<file path="src/rtl/spi_cmd_regs.sv">
// Byte-level command decoder and register bank behind spi_slave.
// Byte 0 of a frame is {write, addr[6:0]}; following bytes stream to/from addr, addr+1, ...
module spi_cmd_regs #(
  parameter int          NREGS     = 16,
  parameter logic [7:0]  IDLE_BYTE = 8'hA5
) (
  input  logic                 clk,
  input  logic                 rst,
  input  logic                 ss,
  input  logic                 rx_done,
  input  logic [7:0]           rx_data,
  output logic [7:0]           tx_data,
  output logic [8*NREGS-1:0]   regs_flat,
  output logic                 wr_pulse,
  output logic [6:0]           wr_addr,
  output logic [7:0]           wr_data,
  output logic                 busy
);

  localparam int         AW      = $clog2(NREGS);
  localparam logic [7:0] NREGS_B = 8'(NREGS);
  localparam logic [6:0] LAST    = 7'(NREGS - 1);

  typedef enum logic [2:0] {
    ST_IDLE    = 3'd0,
    ST_CMD     = 3'd1,
    ST_WR      = 3'd2,
    ST_RD      = 3'd3,
    ST_DISCARD = 3'd4
  } state_t;

  state_t      state_r, state_nx_s;
  logic        ss_meta_r, ss_sync_r;
  logic        fill_r, armed_r;
  logic        done_q_r;
  logic [6:0]  ptr_r, ptr_nx_s, ptr_inc_s;
  logic [7:0]  tx_r, tx_nx_s;
  logic        we_s;
  logic        ev_s;
  logic        cmd_oor_s;
  logic [7:0]  regs_r [NREGS];
  logic        wr_pulse_r;
  logic [6:0]  wr_addr_r;
  logic [7:0]  wr_data_r;
  logic        busy_r;

  assign ev_s      = rx_done & ~done_q_r;
  assign ptr_inc_s = (ptr_r == LAST) ? 7'd0 : ptr_r + 7'd1;
  assign cmd_oor_s = ({1'b0, rx_data[6:0]} >= NREGS_B);

  // Input conditioning: ss synchroniser, rx_done edge history, re-arm tracking.
  // armed_r only sets once ss has genuinely been sampled high after reset, so a
  // frame cut by reset is ignored until ss toggles high and low again.
  always_ff @(posedge clk or negedge rst) begin
    if (!rst) begin
      ss_meta_r <= 1'b1;
      ss_sync_r <= 1'b1;
      fill_r    <= 1'b0;
      armed_r   <= 1'b0;
      done_q_r  <= 1'b0;
    end else begin
      ss_meta_r <= ss;
      ss_sync_r <= ss_meta_r;
      fill_r    <= 1'b1;
      armed_r   <= armed_r | (fill_r & ss_meta_r);
      done_q_r  <= rx_done;
    end
  end

  // Next-state, pointer and transmit byte decode.
  always_comb begin
    state_nx_s = state_r;
    ptr_nx_s   = ptr_r;
    tx_nx_s    = tx_r;
    we_s       = 1'b0;
    case (state_r)
      ST_IDLE: begin
        tx_nx_s  = IDLE_BYTE;
        ptr_nx_s = 7'd0;
        if (armed_r && !ss_sync_r) begin
          state_nx_s = ST_CMD;
        end else begin
          state_nx_s = ST_IDLE;
        end
      end
      ST_CMD: begin
        if (ev_s) begin
          if (cmd_oor_s) begin
            state_nx_s = ST_DISCARD;
            tx_nx_s    = 8'h00;
          end else if (rx_data[7]) begin
            state_nx_s = ST_WR;
            ptr_nx_s   = rx_data[6:0];
          end else begin
            state_nx_s = ST_RD;
            ptr_nx_s   = rx_data[6:0];
            tx_nx_s    = regs_r[rx_data[AW-1:0]];
          end
        end else begin
          state_nx_s = ST_CMD;
        end
      end
      ST_WR: begin
        if (ev_s) begin
          we_s     = 1'b1;
          ptr_nx_s = ptr_inc_s;
        end else begin
          ptr_nx_s = ptr_r;
        end
      end
      ST_RD: begin
        if (ev_s) begin
          ptr_nx_s = ptr_inc_s;
          tx_nx_s  = regs_r[ptr_inc_s[AW-1:0]];
        end else begin
          ptr_nx_s = ptr_r;
        end
      end
      ST_DISCARD: begin
        tx_nx_s = 8'h00;
      end
      default: begin
        state_nx_s = ST_IDLE;
        tx_nx_s    = IDLE_BYTE;
        ptr_nx_s   = 7'd0;
      end
    endcase
    // Frame end wins over the decode above, but a same-cycle write still commits.
    if (state_r != ST_IDLE && ss_sync_r) begin
      state_nx_s = ST_IDLE;
      tx_nx_s    = IDLE_BYTE;
      ptr_nx_s   = 7'd0;
    end else begin
      state_nx_s = state_nx_s;
    end
  end

  // FSM state, pointer and registered outputs.
  always_ff @(posedge clk or negedge rst) begin
    if (!rst) begin
      state_r    <= ST_IDLE;
      ptr_r      <= 7'd0;
      tx_r       <= IDLE_BYTE;
      busy_r     <= 1'b0;
      wr_pulse_r <= 1'b0;
      wr_addr_r  <= 7'd0;
      wr_data_r  <= 8'h00;
    end else begin
      state_r    <= state_nx_s;
      ptr_r      <= ptr_nx_s;
      tx_r       <= tx_nx_s;
      busy_r     <= (state_nx_s != ST_IDLE);
      wr_pulse_r <= we_s;
      if (we_s) begin
        wr_addr_r <= ptr_r;
        wr_data_r <= rx_data;
      end
    end
  end

  // Register bank.
  always_ff @(posedge clk or negedge rst) begin
    if (!rst) begin
      for (int i = 0; i < NREGS; i++) begin
        regs_r[i] <= 8'h00;
      end
    end else if (we_s) begin
      regs_r[ptr_r[AW-1:0]] <= rx_data;
    end
  end

  for (genvar g = 0; g < NREGS; g++) begin : g_flat
    assign regs_flat[8*g +: 8] = regs_r[g];
  end

  assign tx_data  = tx_r;
  assign busy     = busy_r;
  assign wr_pulse = wr_pulse_r;
  assign wr_addr  = wr_addr_r;
  assign wr_data  = wr_data_r;

endmodule

</file>
<file path="config.mk">
export PLATFORM = sky130hd
export DESIGN_NAME = spi_cmd_regs
export DESIGN_NICKNAME = d
export VERILOG_FILES = /design/src/rtl/spi_cmd_regs.sv
export SDC_FILE = /design/constraint.sdc
export NUM_CORES = 1
export LEC_CHECK = 0
export BUFFER_PORTS_ARGS = -buffer_cell sky130_fd_sc_hd__buf_2
export CORE_ASPECT_RATIO = 0.8
export CORE_MARGIN = 2
export CORE_UTILIZATION = 40
export CTS_CLUSTER_SIZE = 28
export DETAILED_ROUTE_END_ITERATION = 12
export GPL_TIMING_DRIVEN = 0
export SLEW_MARGIN = 20
export SYNTH_ARGS = -nofsm -noshare
export SYNTH_HDL_FRONTEND = slang
export SYNTH_SLANG_ARGS = --single-unit
</file>
<file path="constraint.sdc">
create_clock -name clk -period 2.19 [get_ports clk]
set_input_delay 0.3285 -clock clk [delete_from_list [all_inputs] [get_ports clk]]
set_output_delay 0.3285 -clock clk [all_outputs]
set_load 0.02 [all_outputs]
</file>
# ---- Word level (Yosys, flattened, before mapping)
# Cells that the tools add are included.
# Widths: inputs -> output; s select.
dict set report classes {
  n_mux 29
  eq_ne 12
  magnitude_cmp 5
  n_addsub 1
  reduce_logical 11
  bitwise_logic 7
}
# cell n
set op_table {}
lappend op_table {{$bwmux 128} 1}
lappend op_table {{$mux 8} 10}
lappend op_table {{$bmux 8 s4} 2}
lappend op_table {{$mux 7} 5}
lappend op_table {{$demux 8 s4} 1}
lappend op_table {{$pmux 8 s4} 1}
lappend op_table {{$pmux 7 s3} 1}
lappend op_table {{$ge 5x5->1 const B} 3}
lappend op_table {{$not 4->5} 3}
lappend op_table {{$mux 3} 3}
lappend op_table {{$ne 3x3->1 const B} 3}
lappend op_table {{$pmux 3 s3} 1}
lappend op_table {{$reduce_and 4->1} 2}
lappend op_table {{$add 7x1->7 const B} 1}
lappend op_table {{$eq 7x4->1 const B} 1}
lappend op_table {{$ge 7x5->1 const B} 1}
lappend op_table {{$eq 3x2->1 const B} 2}
lappend op_table {{$reduce_bool 3->1} 2}
lappend op_table {{$lt 5x1->1 const B} 1}
lappend op_table {{$mux 1} 4}
lappend op_table {{$ne 2x2->1 const B} 2}
lappend op_table {{$ne 4x4->1 const B} 1}
lappend op_table {{$eq 3x1->1 const B} 1}
lappend op_table {{$eq 3x3->1 const B} 1}
lappend op_table {{other kinds (9)} 12}
dict set report totals {
  regBits 168
  input_bits 12
  out_inout_bits 153
  elab_cells 93
}

# ---- Logic depth before layout (Yosys ltp)
dict set report logic_depth {
  depth_word 9
  ltp_mapped 11
  depth_no_buf 8
}

# ---- Worst setup path before layout
# Ideal clock, no wire load.
dict set report synth_timing {
  path_kind {register to register}
  start {register ptr_r[0]}
  end {register tx_r[6], in the netlist tx_data[6]}
  period_less_slack_ns 2.434
  t_arrival_ns 2.314
  path_slack_ns -0.244
  required_ns 2.070
  setup_ns 0.120
  stages_incl_launch_ff 10
  n_path_buf 4
  cell_sequence {dfrtp_1 > buf_2 > inv_2 > buf_2 > ha_1 > clkbuf_1 > clkbuf_1 > o311ai_0 > o211ai_1 > a31o_1}
}
dict set report synth_between {
  elab_chain_len 9
  elab_cells_between_ends 10
  classes_between {1 x add/sub; 1 x eq/ne; 7 x mux; 1 x bitwise}
}
# element line
set synth_lines {}
lappend synth_lines {{from (decl)} 36} ;# logic [6:0] ptr_r, ptr_nx_s, ptr_inc_s;
lappend synth_lines {{from (signal assigned)} 150} ;# ptr_r <= ptr_nx_s;
lappend synth_lines {{$add 7x1->7 / $eq 7x4->1 (equally long branches)} 48} ;# assign ptr_inc_s = (ptr_r == LAST) ? 7'd0 : ptr_r + 7'd1;
lappend synth_lines {{$mux 7 (*)} 48}
lappend synth_lines {{$not 4->5 (implied by the code) (*)} 114} ;# tx_nx_s = regs_r[ptr_inc_s[AW-1:0]];
lappend synth_lines {{$bmux 8 s4 (*)} 114}
lappend synth_lines {{$mux 8 (implied by the code) (*) (2 in series)} 114}
lappend synth_lines {{$mux 8 (*)} 112} ;# if (ev_s) begin
lappend synth_lines {{$pmux 8 s4 (*)} 76} ;# case (state_r)
lappend synth_lines {{$mux 8 (*)} 129} ;# if (state_r != ST_IDLE && ss_sync_r) begin
lappend synth_lines {{to (signal assigned)} 151} ;# tx_r <= tx_nx_s;
lappend synth_lines {{to (decl)} 37} ;# logic [7:0] tx_r, tx_nx_s;
# Every way passes the cells marked *; elsewhere a longest branch is shown, timed or not. The select of a mux whose other input is x is not followed.
# A chain may end at the register's enable or synchronous reset.

# ---- Worst setup path in the final report
dict set report layout_timing {
  start {input rx_data[1]}
  end {register tx_r[7], in the netlist tx_data[7]}
}
dict set report layout_between {
  elab_chain_len 9
  elab_cells_between_ends 12
  classes_between {1 x order compare; 1 x eq/ne; 8 x mux; 1 x bitwise; 1 x reduce/logical}
}
# element line
set layout_lines {}
lappend layout_lines {{from (decl)} 11} ;# input logic [7:0] rx_data,
lappend layout_lines {{$not 4->5 (implied by the code)} 97} ;# tx_nx_s = regs_r[rx_data[AW-1:0]];
lappend layout_lines {{$bmux 8 s4} 97}
lappend layout_lines {{$mux 8 (implied by the code) (2 in series)} 97}
lappend layout_lines {{$mux 8} 91} ;# end else if (rx_data[7]) begin
lappend layout_lines {{$mux 8} 88} ;# if (cmd_oor_s) begin
lappend layout_lines {{$mux 8} 87} ;# if (ev_s) begin
lappend layout_lines {{$pmux 8 s4} 76}
lappend layout_lines {{$mux 8} 129}
# Several ways; a longest one is shown, not always the timed one. The select of a mux whose other input is x is not followed.

==> summary.txt <==
Setup violators final -> 1
Status -> complete, but fails checks
Number of vias per cell -> 6.12
Max stage delay on crit path -> 680 ps
Max Clock Freq -> 452 MHz
Hold Path Class -> input pin to flop
Pleak -> 5.73 nW
Synth warnings -> 0
Starting Density -> 40.9%
DP HPWL -> 21500 microns
Pwr/cell area -> 662 nW/um^2
Post-Syn Nets -> 688
Net count reported at finish -> 900
Clock sink total -> 168
Worst Path Arrival -> 2570 ps
Drt pass-1 iters -> 5
Post-Route WL -> 30700 microns
Mapped cell area -> 8830 sq um
Dpl ws -> -853 ps
Storage cell area -> 4210 sq um
Post-synthesis sequential area ratio -> 47.7%
Vias in the first global route -> 7060
Crit-path max FO -> 10
CTS tree -> built
Layout cells sized above 1 -> 56.0%
Period minus WS final -> 2210 ps
# rows -> 48
Final-layout fill cell count -> 1925
Drt drc -> 0
Most used cell, CP -> buf_2
Antenna violations before repair -> 0
Avg Inst Size Synth -> 13.1 sq um
Share of synthesized registers carrying an async set or reset -> 100%
Max-cap violation count -> 0
Die Ht -> 137 microns
Post-Route Utilization -> 52.7%
CP required -> 2550 ps
Worst-Margin Slew -> 952 ps
Cells after synthesis -> 672
First-pass GRT wire length -> 45200 microns
Cell taking the most area after synthesis -> dfrtp_1
Total core area -> 21600 sq um
Design area -> 11400 sq um
Failing checks -> setup timing
Overall power -> 7.54 mW
Routed vias -> 7178
IO Count -> 165
WHS -> 7.36 ps
Clk pin slew, worst setup/hold paths -> 60 ps
Routed Antenna Nets -> 0
Area Growth Syn to Fin -> 29.1%
Final worst-path cycle share -> 101%
CP max-delay cell -> buf_1
Area contributors post-synth -> dfrtp_1, mux2_2, mux4_2
Layout Skew -> 5.95 ps
Top FF cell, synth -> dfrtp_1
Max Slew Vio Count -> 0
Slew Limit Headroom -> 36.5%
Largest delay contributor family on the critical path -> buffers and inverters
Total GRT Usage -> 26.9%
Max clock buf depth -> 2
Critical Path Sink Type -> flop
Top-count cell post-synth -> dfrtp_1
Ant. Diodes -> 0
CTS H-Tree Depth -> 4
Post-synthesis cell type count -> 55
Setup ws final -> -20.4 ps
Clk root buf -> clkbuf_16
Clk_lat worst skew -> 440 ps
Max VDD drop -> 0.000465 V
Gr ovfl total -> 0
Synth top area share -> 45.9%
Global placement routability congestion -> 0.928
Setup CP Type -> input pin to flop
Multi-input gate area -> 4750 sq um
Die W -> 170 microns
Largest net degree at the start of global routing -> 87
Synth cell count leaders -> dfrtp_1, mux2_2, mux4_2
Yosys reg bits -> 168
Port Buffers -> 160
Post-synth EDFFs -> 0
CP Buf/Inv Count -> 3
Final hold vios -> 0
DIE AREA -> 23300 sq um
Crit-path cells -> buf_2, buf_1, buf_2, mux4_2, mux2i_1, nand2_1, o211ai_1, a31oi_1
Setup crit start kind -> input pin
RSZ-0062 raised after global routing -> true
WL/cell -> 26.2 microns
Number of buffers created by CTS -> 17
Placed cell areas -> 10000 sq um
Initial drt markers -> 793
==> path summary, 6_finish.rpt <==
path	startpoint	end	slack, ps	depth (start not counted)
setup reg to reg	ptr_r[0]$_DFFE_PN0P_	tx_data[6]$_DFFE_PN0P_	10	9
hold reg to reg	ss_meta_r$_DFF_PN1_	ss_sync_r$_DFF_PN1_	370	0
setup / recovery	rx_data[1]	tx_data[7]$_DFFE_PN1P_	-20	8
hold / removal	rx_done	done_q_r$_DFF_PN0_	7	1
min in group asynchronous	rst	wr_data[4]$_DFFE_PN0P_	460	2
max in group asynchronous	rst	regs_flat[80]$_DFFE_PN0P_	840	3
==> cell type report <==
type | instances | share of cell area [%]
multi-input combinational | 448 | 41.6
sequential | 168 | 37.0
timing repair buffer | 196 | 10.0
clock buffer | 22 | 4.25
tap | 275 | 3.02
buffer | 45 | 2.71
clock inverter | 10 | 1.04
inverter | 8 | 0.373
==> cell families after synthesis <==
| family | count (synthesis) | share of synthesized area, % |
|---|---|---|
| multiplexers | 222 | 34.1 |
| flip-flops | 168 | 47.7 |
| AND/OR/NAND/NOR | 109 | 5.86 |
| AO/OA/AOI/OAI | 107 | 8.27 |
| buffers and inverters | 56 | 2.88 |
| XOR/XNOR | 5 | 0.581 |
| adder cells (fa/ha/maj) | 4 | 0.567 |
| other | 1 | 0.0425 |
==> what timing repair did <==
item | CTS | global route
buffers inserted | 28 | 4
hold endpoints to repair | 81 | 0
cloned | 1 | 0
gates resized for setup | 86 | 53
hold buffers | 2 | 0
endpoints found under the setup margin | 151 | 104
pin swaps | 12 | 20
==> per-layer routing <==
layer / share of wire, % / track usage, % / vias to the layer above / routed length [microns]
met3: 9.1 / 6.59 / 67 / 2800
met2: 43 / 38.4 / 432 / 13200
met5: 0 / 0 / - / 0
li1: - / - / 2982 / -
met4: 3.3 / 11.0 / 0 / 1010
met1: 45 / 39.2 / 3697 / 13700
==> stage by stage <==
step	cells	TNS, ps
finish	1172	-20.4
global placement	1107	-371160
detailed placement	1108	-66540
floorplan	672	0
CTS	1169	-2020
global route	1172	-96.2
==> registers in the layout, indices dropped and copies added, names as in the netlist <==
signal / count
wr_pulse: 1
done_q_r: 1
armed_r: 1
busy: 1
ss_meta_r: 1
ptr_r: 7
regs_flat: 128
wr_addr: 7
wr_data: 8
state_r: 3
fill_r: 1
tx_data: 8
ss_sync_r: 1
==> report_power, final <==
part	internal, mW	switching [mW]
sequential	3.16	0.0628
combinational	0.478	0.719
clock	1.80	1.32
total	5.44	2.10
==> placed cells by master, fill, tap and decap left out, types with 4 or more instances in the layout <==
master and count:
inv_1 5, a32o_1 4, a21o_1 4, dfrtp_1 160, buf_4 31, dfstp_2 6
buf_2 166, o221ai_1 4, a22o_1 9, a31oi_1 7, nor3_1 4, nand3_1 8
buf_6 7, nor2_1 11, clkbuf_2 7, mux2_1 24, nand2_2 6, a21oi_1 19
clkbuf_8 7, nor2_4 8, buf_12 4, o21ai_2 4, mux2_2 129, o211ai_1 9
nand2_4 7, o21ai_0 12, o21ai_1 9, clkbuf_1 17, mux4_2 48, nand2_1 32
clkbuf_16 17, mux2i_1 21
Power figures use the tool's default switching activity.
